File: src/rtl/expipe_pkg.sv
// Shared types and constants for the execution pipeline.
// The CDB result word is opaque to the queues that carry it.
package expipe_pkg;

  // Number of execution units sharing the common data bus
  localparam int unsigned EU_N = 4;

  // Reorder-buffer index width and datapath width
  localparam int unsigned ROB_IDX_W = 6;
  localparam int unsigned XLEN      = 32;
  localparam int unsigned EXC_W     = 5;

  // Default depth for each EU result staging buffer
  localparam int unsigned EU_RES_BUF_DEPTH = 4;

  // Completed result broadcast on the CDB
  typedef struct packed {
    logic [ROB_IDX_W-1:0] rob_idx;
    logic [XLEN-1:0]      value;
    logic                 exc_valid;
    logic [EXC_W-1:0]     exc_cause;
  } cdb_data_t;

endpackage : expipe_pkg

File: src/rtl/fifo_ptr_ctrl.sv
// Pointer, occupancy and full/empty control for a power-of-two circular
// buffer whose storage lives in the parent. Flush clears all state and
// overrides any push or pop offered in the same cycle.
module fifo_ptr_ctrl #(
  parameter int unsigned DEPTH = 4
) (
  input  logic                       clk_i,
  input  logic                       rst_i,
  input  logic                       flush_i,
  input  logic                       push_req_i,
  input  logic                       pop_req_i,
  output logic                       push_o,
  output logic                       pop_o,
  output logic [$clog2(DEPTH)-1:0]   wr_ptr_o,
  output logic [$clog2(DEPTH)-1:0]   rd_ptr_o,
  output logic                       full_o,
  output logic                       empty_o,
  output logic [$clog2(DEPTH+1)-1:0] count_o
);

  localparam int unsigned PTR_W = $clog2(DEPTH);
  localparam int unsigned CNT_W = $clog2(DEPTH+1);

  logic [PTR_W-1:0] head_q, head_d;
  logic [PTR_W-1:0] tail_q, tail_d;
  logic [CNT_W-1:0] cnt_q,  cnt_d;

  logic full, empty, push, pop;

  // Status flags and qualified transfers from registered state only
  always_comb begin
    full  = (cnt_q == CNT_W'(DEPTH));
    empty = (cnt_q == '0);
    push  = push_req_i && !full  && !flush_i;
    pop   = pop_req_i  && !empty && !flush_i;
  end

  // Next-state for pointers and occupancy; pointers wrap by truncation
  always_comb begin
    head_d = head_q;
    tail_d = tail_q;
    cnt_d  = cnt_q;
    if (flush_i) begin
      head_d = '0;
      tail_d = '0;
      cnt_d  = '0;
    end else begin
      if (push) tail_d = tail_q + PTR_W'(1);
      if (pop)  head_d = head_q + PTR_W'(1);
      case ({push, pop})
        2'b10:   cnt_d = cnt_q + CNT_W'(1);
        2'b01:   cnt_d = cnt_q - CNT_W'(1);
        default: cnt_d = cnt_q;
      endcase
    end
  end

  // Pointer and counter registers
  always_ff @(posedge clk_i or posedge rst_i) begin
    if (rst_i) begin
      head_q <= '0;
      tail_q <= '0;
      cnt_q  <= '0;
    end else begin
      head_q <= head_d;
      tail_q <= tail_d;
      cnt_q  <= cnt_d;
    end
  end

  // Drive outputs
  always_comb begin
    push_o   = push;
    pop_o    = pop;
    wr_ptr_o = tail_q;
    rd_ptr_o = head_q;
    full_o   = full;
    empty_o  = empty;
    count_o  = cnt_q;
  end

endmodule : fifo_ptr_ctrl

File: src/rtl/eu_result_buffer.sv
// Result staging FIFO between one execution unit and its CDB lane.
// Head entry is held stable on the CDB until granted or flushed; readiness
// depends only on registered occupancy, never on the CDB grant.
module eu_result_buffer
  import expipe_pkg::*;
#(
  parameter int unsigned DEPTH = EU_RES_BUF_DEPTH
) (
  input  logic                       clk_i,
  input  logic                       rst_i,
  input  logic                       flush_i,
  input  logic                       eu_valid_i,
  output logic                       eu_ready_o,
  input  cdb_data_t                  eu_data_i,
  output logic                       cdb_valid_o,
  input  logic                       cdb_ready_i,
  output cdb_data_t                  cdb_data_o,
  output logic [$clog2(DEPTH+1)-1:0] count_o
);

  localparam int unsigned PTR_W = $clog2(DEPTH);

  cdb_data_t        mem_q [DEPTH];
  logic             wr_en, rd_en;
  logic [PTR_W-1:0] wr_ptr, rd_ptr;
  logic             full, empty;

  fifo_ptr_ctrl #(
    .DEPTH (DEPTH)
  ) u_ptr (
    .clk_i      (clk_i),
    .rst_i      (rst_i),
    .flush_i    (flush_i),
    .push_req_i (eu_valid_i),
    .pop_req_i  (cdb_ready_i),
    .push_o     (wr_en),
    .pop_o      (rd_en),
    .wr_ptr_o   (wr_ptr),
    .rd_ptr_o   (rd_ptr),
    .full_o     (full),
    .empty_o    (empty),
    .count_o    (count_o)
  );

  // Entry storage; deliberately not reset or cleared on flush
  always_ff @(posedge clk_i) begin
    if (wr_en) mem_q[wr_ptr] <= eu_data_i;
  end

  // Handshake outputs and combinational head read
  always_comb begin
    eu_ready_o  = !full;
    cdb_valid_o = !empty;
    cdb_data_o  = mem_q[rd_ptr];
  end

  // Pop qualification is internal to the pointer controller
  logic unused_rd_en;
  always_comb unused_rd_en = rd_en;

endmodule : eu_result_buffer
File: config.mk
export PLATFORM = sky130hd
export DESIGN_NAME = eu_result_buffer
export DESIGN_NICKNAME = d
export VERILOG_FILES = /design/src/rtl/expipe_pkg.sv /design/src/rtl/fifo_ptr_ctrl.sv /design/src/rtl/eu_result_buffer.sv
export SDC_FILE = /design/constraint.sdc
export NUM_CORES = 1
export LEC_CHECK = 0
export ABC_AREA = 1
export CORE_MARGIN = 2
export CORE_UTILIZATION = 58
export DETAILED_ROUTE_END_ITERATION = 7
export PLACE_DENSITY_LB_ADDON = 0.15
export SLEW_MARGIN = 40
export SYNTH_ARGS = -nofsm -noshare
export SYNTH_HDL_FRONTEND = slang
export SYNTH_SLANG_ARGS = --single-unit
File: constraint.sdc
create_clock -name clk_i -period 7.1 [get_ports clk_i]
set_input_delay 1.42 -clock clk_i [delete_from_list [all_inputs] [get_ports clk_i]]
set_output_delay 1.42 -clock clk_i [all_outputs]
set_load 0.05 [all_outputs]
==> results by stage, run 1 <==
Final layout:
- The share of the core filled with cells in the final layout is 73.1%.
- The layout cell share with drive strength beyond 1 is 8.56%.
- The number of antenna diodes is 0.
- The layout overhead on the synthesized area is 24.5%.
- The area of all placed cells without fillers is 8670 um2.
- The number of nets at the end of the flow is 638.

STA:
- Setup violations remaining at the end of the flow were counted as 0.
- On the final layout, the worst hold slack is 0.577 ns.
- Setup repair after global routing left no endpoint under its margin.
- Headroom to the max-slew limit came out at 44.9%.
- For the finished layout, the period the worst path requires is 4.44 ns.
- The portion of the clock cycle consumed by the worst path in the final layout is 62.6%.
- The final number of hold-violating endpoints is 0.
- Clock skew on the completed layout was measured at 0.00562 ns.
- The number of max-slew violations in the final report is 0.
- The final-layout setup total negative slack is 0 ns.
- Static timing analysis puts the maximum clock frequency at 225 MHz.
- At the pin with the least slew margin, the transition time is 0.825 ns.

Floorplan:
- The number of rows in the core area is 40.
- The die is 114 um wide.
- The number of top-level pins is 98.
- In this run the standard cell core region covers 11900 um2.
- The initial utilization of the core area, before any placement, comes to 58.7%.
- The die height is 114 um.
- The total die area is 12900 um2.

Power:
- The leakage power summed over all cells is 2.94 nW.
- Overall power consumption after layout is estimated at 0.00334 W.
- The power density over the cells is 385 nW/um2.
- The worst-case IR drop observed on VDD is 0.000234 V.

Route:
- Dividing the detail-routed via count by the number of cells gives 5.78.
- The detailed router finished its first iteration with 349 violations.
- After detailed routing, the average wire length per cell comes to 18.4 um.
- The number of remaining DRC errors is 0.
- The total iterations of the first detailed-routing run is 4.
- The detailed-route wire length is 13700 um.
- The detailed router placed 4291 vias in this run.
- The detail route stage leaves a number of antenna-violating nets equal to 0.

Placement:
- The total of buffers placed on input and output ports is 97.
- The congestion estimate from routability-driven global placement came to 0.789.
- The HPWL after detailed placement is 7440 um.
- After detailed placement, the total cell area comes to 8070 um2.

Critical path:
- The worst setup path is launched from a flip-flop.
- The worst setup path is captured at a primary output.
- The worst register-to-register path ends at mem_q[0][14].
- The critical path ends at cdb_data_o[12].
- The biggest cell delay along the critical path is 0.87 ns.
- The signal arrival time at the worst endpoint is 3.02 ns.
- In this run the worst path has a maximum fanout of 90.
- In this run the number of cells on the critical path is 5.
- The required time of the worst setup path is 5.68 ns.
- The kind of critical path is reg2out.
- Setup slack on the worst reg-to-reg path comes out at 4.95 ns.
- The slowest stage of the critical path is the sky130_fd_sc_hd__clkdlybuf4s50_1 cell.
- Among cell families on the critical path, the largest total delay comes from buffers and inverters.
- The origin of the worst setup path is u_ptr.rd_ptr_o[0].
- The signal on the critical path passes through buf_6, inv_6, o21ai_0, o22ai_1, clkdlybuf4s50_1.
- The critical path buffer and inverter count is 3.
- The number of cells on the worst reg-to-reg path is 5.
- The launch instance of the worst register-to-register path is u_ptr.count_o[0].

GRT:
- The total routing usage reported by global routing is 22.1%.
- The total congestion overflow after global routing is 0.
- The number of global-route vias before repair is 4243.
- Entering global routing, the biggest net connects 91 pins.
- The number of antenna violations at the first check in global routing was 0.
- The first-pass GRT wire length is 21300 um.

Clocking:
- The post-CTS setup buffer count is 0.
- The H-tree level count is 4.
- The clock sink total is 183.
- The library cell used as clock root buffer is sky130_fd_sc_hd__clkbuf_16.
- No sink is reached through more buffers than the 2 on the longest clock path.
- After clock tree synthesis, the repair step resized 0 gates.
- The clock reaches the later pin of the worst-skew pair after 0.42 ns.
- TritonCTS created 17 clock buffers.
- Clock-pin slew was measured on the worst setup and hold paths at 0.06 ns.
- The number of buffers inserted by hold repair at cts is 0.
- The TritonCTS clock tree is done.

Outcome:
- The flow ran to the end, and the final reports show no timing, DRC or antenna violations.

Logic synthesis:
- The average instance area after synthesis is 14.2 um2.
- In this run the cell area of the synthesized design comes to 6960 um2.
- The total nets after synthesis is 543.
- The number of warnings issued by yosys is 0.
- The number of different library cells in the post-synthesis netlist is 24.
- Synthesis produced 489 cells.
- The register bit total from synthesis is 183.
- The sequential fraction of the synthesis area is 78.4%.

Run:
- The max-cap violation count is 0.

Worst hold path:
- The path category of the worst min-delay check is reg2reg.
==> cells in the final DEF, fill, tap and decap left out, drive strengths merged, types with 6 or more instances in the layout <==
cell type,n
dfrtp,7
buf,6
nand2,21
o21ai,92
edfxtp,176
o22ai,44
nor2,94
inv,14
clkdlybuf4s50,97
clkinv,8
clkbuf,19
==> worst min-delay path by stage <==
| stage | cells past startpoint | endpoint | startpoint | slack (ns) |
|---|---|---|---|---|
| global route | 1 | u_ptr.count_o[0] | u_ptr.count_o[0] | 0.62 |
| global placement | 1 | u_ptr.wr_ptr_o[0] | u_ptr.wr_ptr_o[0] | 0.55 |
| detailed placement | 1 | u_ptr.wr_ptr_o[0] | u_ptr.wr_ptr_o[0] | 0.55 |
| CTS | 1 | u_ptr.wr_ptr_o[0] | u_ptr.wr_ptr_o[0] | 0.58 |
| floorplan | 1 | u_ptr.wr_ptr_o[0] | u_ptr.wr_ptr_o[0] | 0.51 |
| finish | 1 | u_ptr.wr_ptr_o[0] | u_ptr.wr_ptr_o[0] | 0.58 |
==> synth_stat cells <==
cell                       count  share of area [%]
sky130_fd_sc_hd__fa_1          1               0.29
sky130_fd_sc_hd__nor2_1       92                5.0
sky130_fd_sc_hd__nand3_1       3               0.22
sky130_fd_sc_hd__o21ai_0      84                6.0
sky130_fd_sc_hd__inv_4         1              0.090
sky130_fd_sc_hd__nand2_2       5               0.45
sky130_fd_sc_hd__buf_2         5               0.36
sky130_fd_sc_hd__nor2_2        2               0.18
sky130_fd_sc_hd__nand2_4       1               0.16
sky130_fd_sc_hd__xnor2_1       1               0.13
sky130_fd_sc_hd__nand2_1      15               0.81
sky130_fd_sc_hd__nand3_2       1               0.14
sky130_fd_sc_hd__inv_2         1              0.054
sky130_fd_sc_hd__clkbuf_1     18               0.97
sky130_fd_sc_hd__o22ai_1      44                4.0
sky130_fd_sc_hd__a21boi_1      1               0.11
sky130_fd_sc_hd__inv_1        12               0.65
sky130_fd_sc_hd__o21ai_1       8               0.58
sky130_fd_sc_hd__buf_4         4               0.43
sky130_fd_sc_hd__dfrtp_1       7                2.5
sky130_fd_sc_hd__edfxtp_1    176                 76
sky130_fd_sc_hd__ha_1          4               0.72
sky130_fd_sc_hd__a21oi_2       1               0.13
sky130_fd_sc_hd__a21oi_1       2               0.14
==> metrics by stage <==
stage	setup WS, ns	instances
5_1_grt	2.48	743
4_1_cts	2.31	743
3_3_place_gp	2.88	712
2_1_floorplan	3.03	489
6_report	2.66	743
3_5_place_dp	2.77	712
==> power breakdown <==
part | total, W | switching (W) | internal (W)
combinational | 0.00111 | 0.000785 | 0.000327
clock | 0.000937 | 0.000356 | 0.000581
sequential | 0.00129 | 0.0000258 | 0.00126
total | 0.00334 | 0.00117 | 0.00217
==> final cells by class <==
type                       count  area [um2]
clock buffer                  19         433
clock inverter                12         159
fill                         770        3190
inverter                      14        57.6
multi-input combinational    265        1350
sequential                   183        5460
tap                          147         184
timing repair buffer         103        1020
==> layer usage <==
layer	share of wire, %	wire length [um]	vias to the layer above	GRT usage [%]
met5	0	0	-	0
met4	1.9	254	0	8.94
met3	6.0	816	21	5.95
met2	50	6830	128	36.4
met1	42	5810	2134	28.3
li1	-	-	2008	-
==> sequential cells by signal, indices dropped and copies added, names as in the netlist <==
signal and cells:
u_ptr.count_o 3, u_ptr.rd_ptr_o 2, mem_q 176, u_ptr.wr_ptr_o 2
==> kinds of logic after synthesis <==
logic type | count (synthesis) | synth area share, %
compound gates | 140 | 10.9
xor+xnor | 1 | 0.126
fa+ha+maj | 5 | 1.01
buf+inv | 41 | 2.55
flops | 183 | 78.4
simple gates | 119 | 6.92
No activity file was read; power rests on OpenSTA's default activity.
==> run 2: changes to the inputs <==
CORE_UTILIZATION = 49   (was 58)
clock period = 3.56 ns   (was 7.1 ns; I/O delays follow)
==> run 2 against run 1 <==
Against the previous run:
- clock skew increased by 0.0016 ns
- routed wire length grew 0.30%
- first-iteration DRC count up 11%
- critical path type unchanged
- largest cell class unchanged
- worst hold slack lost 0.046 ns
- flip-flop and latch count unchanged
- highest routed layer unchanged
- critical endpoint is now cdb_data_o[32]
==> results by stage, run 2 (synthesis gave the netlist of run 1 again) <==
Final layout:
- In the layout the commonest cells are sky130_fd_sc_hd__edfxtp_1, sky130_fd_sc_hd__nor2_1, sky130_fd_sc_hd__o21ai_0.
- The layout overhead on the synthesized area was 24.5% (unchanged).
- The share of the core filled with cells in the final layout is 62.4% (-11 points).
- The layout cell share with drive strength beyond 1 is 16.1% (+7.5 points).
- The number of antenna diodes is 0 (unchanged).
- The final-layout fill cell count is 1051 (+36%).
- The number of flip-flops in the largest register is 176 (unchanged).
- More flip-flops sit in one register than any other, and that register is mem_q.
- The most frequent standard cell in the layout excluding fill and tap cells is sky130_fd_sc_hd__edfxtp_1.
- The number of nets at the end of the flow is 638 (unchanged).

Placement:
- The HPWL after detailed placement was 7670 um (+3.2%).
- The total of buffers placed on input and output ports came to 97 (unchanged).
- The global placement routability congestion is 0.783 (-0.82%).

Critical path:
- The startpoint identified for the worst register-to-register timing path is u_ptr.count_o[0].
- The kind of critical path is reg2out.
- The count of cell instances traversed by the critical path is 4 (-1).
- The cell family contributing the most delay on the critical path is buffers and inverters.
- Traced cell by cell, the critical path runs through inv_2, o21ai_0, o22ai_1, buf_4.
- The critical path buffer and inverter count was 2 (-1).
- The required time of the worst setup path is 2.85 ns (-2.83 ns).
- STA classifies the critical path startpoint as a flip-flop.
- The biggest cell delay along the critical path is 0.59 ns (-0.28 ns).
- STA classifies the critical path endpoint as a primary output.
- The top fanout value on the critical path is 46 (-49%).
- The signal arrival time at the worst endpoint came to 2.17 ns (-0.85 ns).
- The endpoint identified for the worst register-to-register timing path is mem_q[0][36].
- The depth of the worst register-to-register path is 5 (unchanged).
- The worst setup slack for register-to-register paths is 1.57 ns (-3.38 ns).
- The critical path's slowest cell is sky130_fd_sc_hd__inv_2.
- The critical path ends at cdb_data_o[32].
- The most critical setup path has its startpoint at u_ptr.rd_ptr_o[1].

Worst hold path:
- The tightest min-delay check is of the in2async type.

Clocking:
- The root buffer cell chosen for the clock tree is sky130_fd_sc_hd__clkbuf_16.
- The post-CTS setup buffer count was 0 (unchanged).
- The number of buffers inserted by hold repair at cts is 0 (unchanged).
- The clock-pin slew on the worst setup and hold paths came to 0.06 ns (about the same).
- The H-tree level count came to 4 (unchanged).
- The clock sink total is 183 (unchanged).
- The TritonCTS clock tree is done.
- The clock network latency to the later pin of the worst-skew pair is 0.42 ns (about the same).
- The clock tree buffer depth came to 2 (unchanged).
- The number of resized instances in the post-cts repair step was 0 (unchanged).
- The number of clock buffers inserted by TritonCTS is 17 (unchanged).

Power:
- The maximum vdd ir drop is 0.000418 V (+79%).
- The power density over the cells was 765 nW/um2 (+99%).
- The leakage power summed over all cells is 2.98 nW (+1.3%).

STA:
- In the finished design, the share of the clock period the worst path needs comes to 80.9%.
- The final-layout setup total negative slack is 0 ns (unchanged).
- Derived from the worst setup path, the maximum achievable clock frequency is 347 MHz.
- The final number of hold-violating endpoints is 0 (unchanged).
- The headroom to the max-slew limit is 46.4% (+1.4 points).
- The time the final worst path needs with I/O delays and setup is 2.88 ns.
- The number of endpoints failing setup at the final stage was 0 (unchanged).
- The slew at the pin closest to its max-slew limit came to 0.803 ns (-0.0216 ns).
- Setup repair after global routing left no endpoint under its margin.
- The maximum clock skew at final layout is 0.00721 ns (+0.00160 ns).
- The number of max-slew violations in the final report was 0 (unchanged).

Route:
- The total iterations of the first detailed-routing run is 4 (unchanged).
- The post-detailed-route count of antenna-violating nets is 0 (unchanged).
- The average wire per cell in the routed design is 17.7 um (-4.1%).
- The number of remaining DRC errors is 0 (unchanged).
- The met3 routed wirelength is 733 um (-10%).
- The wire length on met2 is 6840 um (+0.12%).
- The overall via count from detail_route is 4193 (-2.3%).
- The top metal layer carrying routed signals is met4.
- The sum of routed wire segments on met1 came to 6030 um (+3.8%).
- The detailed-route wire length came to 13700 um (+0.30%).
- The via count normalized by instance count is 5.40 (-6.6%).
- The violation count after the first detailed-routing iteration came to 387 (+11%).

Floorplan:
- The die height is 123 um (+8.5%).
- The area of the core is 13900 um2 (+17%).
- The total die area came to 15200 um2 (+18%).
- The number of top-level pins was 98 (unchanged).
- The width of the die is 123 um (+8.5%).
- The starting utilization of the core area is 50.1% (-8.5 points).
- The number of rows in the core area is 43 (+7.5%).

GRT:
- The number of global-route vias before repair came to 4187 (-1.3%).
- The number of antenna violations at the first check in global routing is 0 (unchanged).
- The total routing usage reported by global routing is 19.5% (-2.6 points).
- The first-pass GRT wire length is 21600 um (+1.3%).
- The total congestion overflow after global routing is 0 (unchanged).
- The largest net degree at the start of global routing is 90 (-1.1%).

Run:
- The max-cap violation count came to 0 (unchanged).

Outcome:
- The run finished with clean final reports.
-- run 2: per-layer routing --
| metal | GRT usage, % | vias up |
|---|---|---|
| met5 | 0 | - |
| met2 | 31.1 | 119 |
| met3 | 4.15 | 12 |
| met4 | 8.03 | 0 |
| li1 | - | 2005 |
| met1 | 26.3 | 2057 |
-- run 2: worst min-delay path by stage --
stage,cells after the start,from,end
floorplan,1,u_ptr.wr_ptr_o[0],u_ptr.wr_ptr_o[0]
global placement,1,u_ptr.wr_ptr_o[0],u_ptr.wr_ptr_o[0]
detailed placement,1,u_ptr.wr_ptr_o[0],u_ptr.wr_ptr_o[0]
CTS,2,rst_i,u_ptr.count_o[2]
global route,2,rst_i,u_ptr.wr_ptr_o[0]
finish,2,rst_i,u_ptr.wr_ptr_o[0]
-- run 2: final cells by class --
type                    count  area, um2  area share (%)
clock buffers              17        425            4.91
clock inverters            15        185            2.14
inverters                  14       57.6           0.664
multi-input cells         265       1350            15.6
flip-flops and latches    183       5460            63.0
well taps                 180        225            2.60
repair buffers            103        960            11.1
-- run 2: metrics by stage --
| stage | hold slack, ns | cell area, um2 | setup slack [ns] | instances | power [W] |
|---|---|---|---|---|---|
| floorplan | 0.514 | 6960 | -0.0467 | 489 | 0.00411 |
| global placement | 0.557 | 8050 | 0.804 | 745 | 0.00475 |
| detailed placement | 0.559 | 8050 | 0.766 | 745 | 0.00477 |
| CTS | 0.528 | 8660 | 0.505 | 777 | 0.00668 |
| global route | 0.559 | 8670 | 0.513 | 777 | 0.00691 |
| finish | 0.531 | 8670 | 0.679 | 777 | 0.00663 |
-- run 2: report_power, final --
| part | switching (W) | leakage [nW] | total, W | internal, W |
|---|---|---|---|---|
| clock | 0.000750 | 0.287 | 0.00191 | 0.00116 |
| combinational | 0.00156 | 1.00 | 0.00214 | 0.000584 |
| sequential | 0.0000552 | 1.69 | 0.00257 | 0.00252 |
| total | 0.00236 | 2.98 | 0.00663 | 0.00426 |
